**src/rtl/reg_wr_arbiter.sv**
```systemverilog
// Round-robin write arbiter in front of one shared enabled register.
// A request won in IDLE is written during the following WRITE cycle and acknowledged with a one-cycle pulse.
module reg_wr_arbiter #(
    parameter int unsigned N = 4,
    parameter int unsigned W = 8
) (
    input  logic           clk,
    input  logic           res,
    input  logic [N-1:0]   req,
    input  logic [N*W-1:0] wdata,
    output logic [N-1:0]   gnt,
    output logic           en,
    output logic [W-1:0]   d,
    output logic [W-1:0]   q,
    output logic [N-1:0]   ack,
    output logic           busy
);

    localparam int unsigned PW = (N > 1) ? $clog2(N) : 1;
    localparam logic [PW:0] NP = (PW+1)'(N);
    localparam logic [PW-1:0] LAST = PW'(N - 1);

    typedef enum logic {
        IDLE  = 1'b0,
        WRITE = 1'b1
    } state_t;

    state_t        r_state, w_state_nxt;
    logic [PW-1:0] r_ptr, w_ptr_nxt;
    logic [N-1:0]  r_gnt, w_gnt_nxt;
    logic          r_en, w_en_nxt;
    logic [W-1:0]  r_d, w_d_nxt;
    logic [W-1:0]  r_q, w_q_nxt;
    logic [N-1:0]  r_ack, w_ack_nxt;
    logic          r_busy, w_busy_nxt;

    logic          w_found;
    logic [PW-1:0] w_win;
    logic [PW:0]   w_idx;
    logic [W-1:0]  w_wsel;
    logic [N-1:0]  w_onehot;

    // Scan req starting at r_ptr; index wraps by subtraction so non-power-of-2 N works.
    always_comb begin
        w_found = 1'b0;
        w_win   = '0;
        w_idx   = '0;
        for (int unsigned off = 0; off < N; off++) begin
            w_idx = {1'b0, r_ptr} + (PW+1)'(off);
            if (w_idx >= NP) begin
                w_idx = w_idx - NP;
            end
            if (!w_found && req[w_idx[PW-1:0]]) begin
                w_found = 1'b1;
                w_win   = w_idx[PW-1:0];
            end
        end
    end

    always_comb begin
        w_wsel = '0;
        for (int unsigned i = 0; i < N; i++) begin
            if (w_win == PW'(i)) begin
                w_wsel = wdata[i*W +: W];
            end
        end
        w_onehot = {{(N-1){1'b0}}, 1'b1} << w_win;
    end

    always_comb begin
        w_state_nxt = r_state;
        w_ptr_nxt   = r_ptr;
        w_gnt_nxt   = r_gnt;
        w_en_nxt    = r_en;
        w_d_nxt     = r_d;
        w_q_nxt     = r_q;
        w_ack_nxt   = '0;
        case (r_state)
            IDLE: begin
                if (w_found) begin
                    w_state_nxt = WRITE;
                    w_gnt_nxt   = w_onehot;
                    w_en_nxt    = 1'b1;
                    w_d_nxt     = w_wsel;
                    w_ptr_nxt   = (w_win == LAST) ? '0 : w_win + 1'b1;
                end
            end
            WRITE: begin
                // req/wdata are deliberately ignored here; the write uses the latched d.
                w_state_nxt = IDLE;
                w_q_nxt     = r_d;
                w_ack_nxt   = r_gnt;
                w_gnt_nxt   = '0;
                w_en_nxt    = 1'b0;
            end
            default: begin
                w_state_nxt = IDLE;
                w_gnt_nxt   = '0;
                w_en_nxt    = 1'b0;
            end
        endcase
        w_busy_nxt = (w_state_nxt == WRITE);
    end

    always_ff @(posedge clk) begin
        if (!res) begin
            r_state <= IDLE;
            r_ptr   <= '0;
            r_gnt   <= '0;
            r_en    <= 1'b0;
            r_d     <= '0;
            r_q     <= '0;
            r_ack   <= '0;
            r_busy  <= 1'b0;
        end else begin
            r_state <= w_state_nxt;
            r_ptr   <= w_ptr_nxt;
            r_gnt   <= w_gnt_nxt;
            r_en    <= w_en_nxt;
            r_d     <= w_d_nxt;
            r_q     <= w_q_nxt;
            r_ack   <= w_ack_nxt;
            r_busy  <= w_busy_nxt;
        end
    end

    assign gnt  = r_gnt;
    assign en   = r_en;
    assign d    = r_d;
    assign q    = r_q;
    assign ack  = r_ack;
    assign busy = r_busy;

endmodule

```
**config.mk**
```make
export PLATFORM = sky130hd
export DESIGN_NAME = reg_wr_arbiter
export DESIGN_NICKNAME = d
export VERILOG_FILES = /design/src/rtl/reg_wr_arbiter.sv
export SDC_FILE = /design/constraint.sdc
export NUM_CORES = 1
export LEC_CHECK = 0
export ABC_CLOCK_PERIOD_IN_PS = 2100
export CORE_ASPECT_RATIO = 0.9
export CORE_MARGIN = 5
export CORE_UTILIZATION = 37
export DETAILED_ROUTE_END_ITERATION = 8
export PLACE_DENSITY = 0.76
export SLEW_MARGIN = 20
export SYNTH_ARGS = -nofsm -noshare
export SYNTH_HDL_FRONTEND = slang
export SYNTH_SLANG_ARGS = --single-unit
```
**constraint.sdc**
```tcl
create_clock -name clk -period 2.1 [get_ports clk]
set_input_delay 0.21 -clock clk [delete_from_list [all_inputs] [get_ports clk]]
set_output_delay 0.21 -clock clk [all_outputs]
set_load 0.01 [all_outputs]
```
# Word-level counts from Yosys, hierarchy flattened
# Cells that the tools add are included.
[word_totals]
register_bits = 28
out_inout_bits = 26
[op_classes]
addsub = 8
order_cmp = 8
n_eq_ne = 4
shifts = 1
muxes = 31
bitwise_logic = 1
n_reduce_logical = 9
[ops]
columns = ["op", "n"]
rows = [
  ["$mux W8", 4],
  ["$mux W2", 9],
  ["$lt A2 B3 Y1 const B", 4],
  ["$mux W1", 10],
  ["$ge A3 B3 Y1 const B", 3],
  ["$bmux W1 S2", 4],
  ["$pmux W4 S2", 1],
  ["$sub A2 B1 Y2 const B", 4],
  ["$add A2 B2 Y3 const B", 2],
  ["$eq A2 B2 Y1 const B", 2],
  ["$mux W4", 1],
  ["$pmux W1 S2", 2],
  ["$reduce_and A2 Y1", 2],
  ["$shl A1 B2 Y4 const A", 1],
  ["$add A2 B1 Y3 const B", 1],
  ["$ge A2 B3 Y1 const B", 1],
  ["$logic_and A1 B1 Y1", 3],
  ["$logic_not A1 Y1", 3],
  ["$add A2 B1 Y2 const B", 1],
  ["$eq A2 B1 Y1 const B", 1],
  ["$logic_not A2 Y1", 1],
  ["$ne A2 B2 Y1 const B", 1],
  ["$not A1 Y1", 1],
]

# Longest topological paths before layout
# Gate-level depths: netlist of the first run.
[logic_depth]
word_depth = 19
ltp_mapped = 11
depth_no_buf = 9

# Worst setup path before layout of the first run
# OpenSTA, ideal clock, no wires.
[synth_timing]
path_kind = "register to register"
from = "register r_ptr[0]"
to = "register r_d[7], in the netlist d[7]"
arrival_ps = 1850
t_required_ps = 1980
setup_slack_ps = 130
stages_incl_launch_ff = 12
synth_period_minus_slack_ps = 1970
path_cell_list = "dfxtp_1 > nor2b_1 > a21oi_1 > o221ai_1 > inv_1 > ha_1 > clkbuf_1 > clkbuf_1 > a21oi_1 > o21ai_0 > a22oi_1 > a21oi_2"
[synth_between]
elab_chain_cells = 19
[synth_lines]
columns = ["item", "line_no", "rtl"]
rows = [
  ["start: declaration", "29", "logic [PW-1:0] r_ptr, w_ptr_nxt;"],
  ["start signal: assignment", "117", "r_ptr <= w_ptr_nxt;"],
  ["parallel branches: the longest is 19 deep, another holds $add A2 B1 Y3", "n/a", ""],
  ["end signal: assignment", "120", "r_d <= w_d_nxt;"],
  ["end: declaration", "32", "logic [W-1:0] r_d, w_d_nxt;"],
]
# Parallel ways; which one is timed is not known. The select of a mux whose other input is x is not followed.
# A chain may end at the register's enable or synchronous reset.

# Final worst setup path of the first run
[layout_timing]
from = "input port req[0]"
to = "register r_d[3], in the netlist d[3]"
[layout_between]
elab_chain_cells = 17
[layout_lines]
columns = ["item", "line_no", "rtl"]
rows = [
  ["start: declaration", "9", "input logic [N-1:0] req,"],
  ["$bmux W1 S2", "53", "if (!w_found && req[w_idx[PW-1:0]]) begin"],
  ["$mux W1 (implied by the code)", "53", ""],
  ["$mux W1", "53", ""],
  ["$logic_not A1 Y1", "53", ""],
  ["$logic_and A1 B1 Y1", "53", ""],
  ["$mux W1", "53", ""],
  ["$logic_not A1 Y1", "53", ""],
  ["$logic_and A1 B1 Y1", "53", ""],
  ["$mux W1", "53", ""],
  ["$logic_not A1 Y1", "53", ""],
  ["$logic_and A1 B1 Y1", "53", ""],
  ["$mux W2", "53", ""],
  ["$logic_not A2 Y1", "63", "if (w_win == PW'(i)) begin"],
  ["$mux W8 (4 in a row)", "63", ""],
]
# Parallel ways exist; a longest one is shown, timed or not. The select of a mux whose other input is x is not followed.

==> run_results.csv, run 1 <==
group,metric,value,unit
synth,muxShareOfSynthArea,9.47,%
power_and_ir_drop,vdd_drop_max,0.455,mV
worst_setup_path,crit_path_end_kind,"flop",
drt,drtIter0Drc,90,
clocking,cts_buffers,3,
synth,synth_compound_area_share,23.8,%
drt,viasPerCell,4.96,
floorplan,io-pin-count,64,
cells_and_area,diodes,0,
worst_setup_path,cp.required,2.25,ns
sta,fin_hold_ws,0.454,ns
synth,ys.warnings.count,0,
global_route,grt_pass1_wl,6150,um
global_route,antenna_found_initial,0,
worst_setup_path,setup.worst_path.start,"req[0]",
synth,syn-num-nets,201,
run_status,status,"finished, final reports clean",
worst_setup_path,slowest_stage,"clkdlybuf4s50_1",
cells_and_area,final_cell_mix,"clkdlybuf4s50_1, dfxtp_1, a21oi_1",
worst_setup_path,max_stage_delay,0.43,ns
clocking,cts_tree,"done",
drt,firstDrtPassIters,4,
sta,grt_setup_unrepaired,"false",
cells_and_area,finish.utilization,60.5,%
clocking,htree_levels,1,
cells_and_area,nFillCells,328,
synth,synth_cell_types,26,
synth,seq_area_frac_synth,40.8,%
synth,yosys.area_share.adder,3.64,%
cells_and_area,nets,276,
sta,tightest_slew,0.528,ns
drt,via_count,1383,
sta,fin_skew,0.00543,ns
global_route,grtUsageTotal,15.8,%
worst_setup_path,critPathCapture,"d[3]$_SDFFE_PN0P_",
floorplan,die_w,74.2,um
worst_setup_path,cp_data_arrival_time,2.09,ns
sta,max_freq,515,MHz
sta,setup_viol_count_final,0,
placement,io_buffer_count,63,
worst_setup_path,rr_worst_depth,10,
drt,detail_route.wl_per_cell,13.4,um
cells_and_area,multi_input_area,721,sq um
placement,placed_cells,275,
drt,drc,0,
power_and_ir_drop,power_density,696,nW/um^2
synth,synth_xor_xnor_area_share,0,%
sta,slew_headroom,64.7,%
worst_setup_path,criticalPathCategory,"in2reg",
floorplan,start_util,37.6,%
synth,syn_area,1370,sq um
sta,finalHoldViolations,0,
min_path,hold_path_class,"reg2reg",
placement,hpwl,2880,um
floorplan,die_area,5030,sq um
drt,totalWireLength,3750,um
job,drv_cap,0,
synth,netlist_instances,159,
synth,synth_top_family_by_area,"compound AO/OA/AOI/OAI gates",
worst_setup_path,r2r_end,"d[3]$_SDFFE_PN0P_",
synth,synth_simple_gate_area_share,14.7,%
clocking,holdBufCountCts,0,
drt,antenna_left,0,
floorplan,die_h,67.8,um
worst_setup_path,setup.worst_path.start_class,"input port",
floorplan,num_rows,21,
clocking,cts_root_buffer,"clkbuf_8",
floorplan,coreArea,3650,sq um
cells_and_area,final_common_cell,"clkdlybuf4s50_1",
power_and_ir_drop,p_leak,0.000899,uW
clocking,cts_sinks,28,
worst_setup_path,r2r_start,"r_ptr[0]$_SDFFE_PN0P_",
cells_and_area,final_cells,279,
global_route,grt_pass1_vias,1407,
sta,period_needed,1.94,ns
synth,ys_ff_latch,28,
synth,avgSynthCellArea,8.64,sq um
placement,place_congestion,0.830,
worst_setup_path,crit_fanout,10,
clocking,worstSkewPairLatency,0.28,ns
cells_and_area,seq_area,561,sq um
global_route,grt_start_max_net_pins,20,
worst_setup_path,ff2ff_setup_slack,0.18,ns
cells_and_area,area_growth,60.7,%
worst_setup_path,cp_cell_sequence,"clkdlybuf4s50_1 -> nor2b_2 -> a21oi_1 -> o221ai_2 -> buf_4 -> ha_1 -> buf_4 -> a21oi_1 -> o21ai_0 -> a22oi_1 -> a21oi_1",
clocking,postCtsSetupBuffers,0,
clocking,clockBufferDepth,2,
sta,slew_viol_final,0,
global_route,overflow,0,
sta,setup_tns,0,ns
clocking,cts.clk_slew.worst_paths,0.10,ns
cells_and_area,drive_gt1_share,13.3,%
sta,fin_crit_sh,92.4,%
worst_setup_path,cpMostUsedCell,"a21oi_1",
[registers in the layout, summed over array words and instances (netlist names)]
register,cells
ack,4
busy,1
d,8
en,1
gnt,4
q,8
r_ptr,2
[cell type report]
cell class / count / share of cell area (%)
multi-input combinational: 108 / 32.6
clock buffer: 4 / 2.49
tap: 46 / 2.61
timing repair buffer: 82 / 35.0
sequential: 28 / 25.4
inverter: 11 / 1.87
[synthesized netlist by cell type]
cell / count / area [sq um]
and3_1: 4 / 25.0
mux2i_1: 13 / 130
a21oi_2: 1 / 8.76
dfxtp_1: 28 / 561
and2_1: 1 / 6.26
buf_6: 1 / 11.3
o22a_2: 1 / 10.0
o221ai_1: 1 / 8.76
nor2_4: 1 / 11.3
ha_1: 4 / 50.1
o21ai_0: 16 / 80.1
o21ai_2: 1 / 8.76
a22oi_1: 8 / 60.1
nand2b_1: 1 / 6.26
a21boi_0: 1 / 7.51
o22ai_1: 1 / 6.26
nor2_1: 5 / 18.8
clkbuf_1: 9 / 33.8
a21oi_1: 25 / 125
o221a_1: 1 / 11.3
nor4_4: 1 / 21.3
nand2_1: 10 / 37.5
clkbuf_8: 1 / 13.8
buf_2: 1 / 5.00
nor2b_1: 12 / 75.1
inv_1: 11 / 41.3
[metal layers]
metal	wire length (um)	vias up	part of all wire, %	GRT usage (%)
met1	1560	626	42	18.5
li1	-	704	-	-
met5	0	-	0	0
met3	335	4	8.9	6.85
met4	39	0	1.0	4.44
met2	1810	49	48	26.4
[worst max-delay path, delay by kind of cell]
| kind | cells | cell delay (ns) |
|---|---|---|
| buf+inv | 3 | 0.76 |
| compound gates | 6 | 0.75 |
| simple gates | 1 | 0.17 |
| fa+ha+maj | 1 | 0.20 |
[power breakdown]
part / internal (uW) / switching [uW] / total [uW]
logic: 318 / 248 / 567
registers: 585 / 47.9 / 633
clock network: 168 / 169 / 337
[worst min-delay path by stage]
stage / start / end / cells past startpoint
floorplan: res / ack[0]$_SDFF_PN0_ / 1
global placement: en$_SDFFE_PN0P_ / en$_SDFFE_PN0P_ / 2
detailed placement: en$_SDFFE_PN0P_ / en$_SDFFE_PN0P_ / 2
CTS: en$_SDFFE_PN0P_ / en$_SDFFE_PN0P_ / 2
global route: en$_SDFFE_PN0P_ / en$_SDFFE_PN0P_ / 2
finish: en$_SDFFE_PN0P_ / en$_SDFFE_PN0P_ / 2
[repair_timing]
| item | 4_1_cts | 5_1_grt |
|---|---|---|
| endpoints found under the setup margin | 0 | 7 |
| gates resized for setup | 0 | 5 |
| endpoints found under the hold margin | 0 | 0 |
[logic make-up after synthesis]
logic type	after synthesis
simple gates	35
mux	13
compound gates	56
fa+ha+maj	4
buf+inv	23
flops	28
[through the flow]
step / total power, uW / instance area [sq um] / setup slack (ns)
4_1_cts: 1540 / 2200 / 0.112
5_1_grt: 1640 / 2210 / 0.0125
3_5_place_dp: 1200 / 2140 / -0.171
2_1_floorplan: 920 / 1370 / 0.130
3_3_place_gp: 1200 / 2140 / -0.109
6_report: 1540 / 2210 / 0.160
(Power assumes the default switching activity.)
==> run 2, diff against run 1 <==
--- a/config.mk
+++ b/config.mk
@@ -11,7 +11,6 @@
 export CORE_UTILIZATION = 37
 export DETAILED_ROUTE_END_ITERATION = 8
 export PLACE_DENSITY = 0.76
-export SLEW_MARGIN = 20
 export SYNTH_ARGS = -nofsm -noshare
 export SYNTH_HDL_FRONTEND = slang
 export SYNTH_SLANG_ARGS = --single-unit
==> results of run 2 <==
Final layout, timing and power as in run 1 (identical DEF).
==> run 3, diff against run 2 <==
--- a/config.mk
+++ b/config.mk
@@ -6,6 +6,7 @@
 export NUM_CORES = 1
 export LEC_CHECK = 0
 export ABC_CLOCK_PERIOD_IN_PS = 2100
+export CAP_MARGIN = 5
 export CORE_ASPECT_RATIO = 0.9
 export CORE_MARGIN = 5
 export CORE_UTILIZATION = 37
==> results of run 3 <==
Final layout, timing and power as in run 1 (identical DEF).
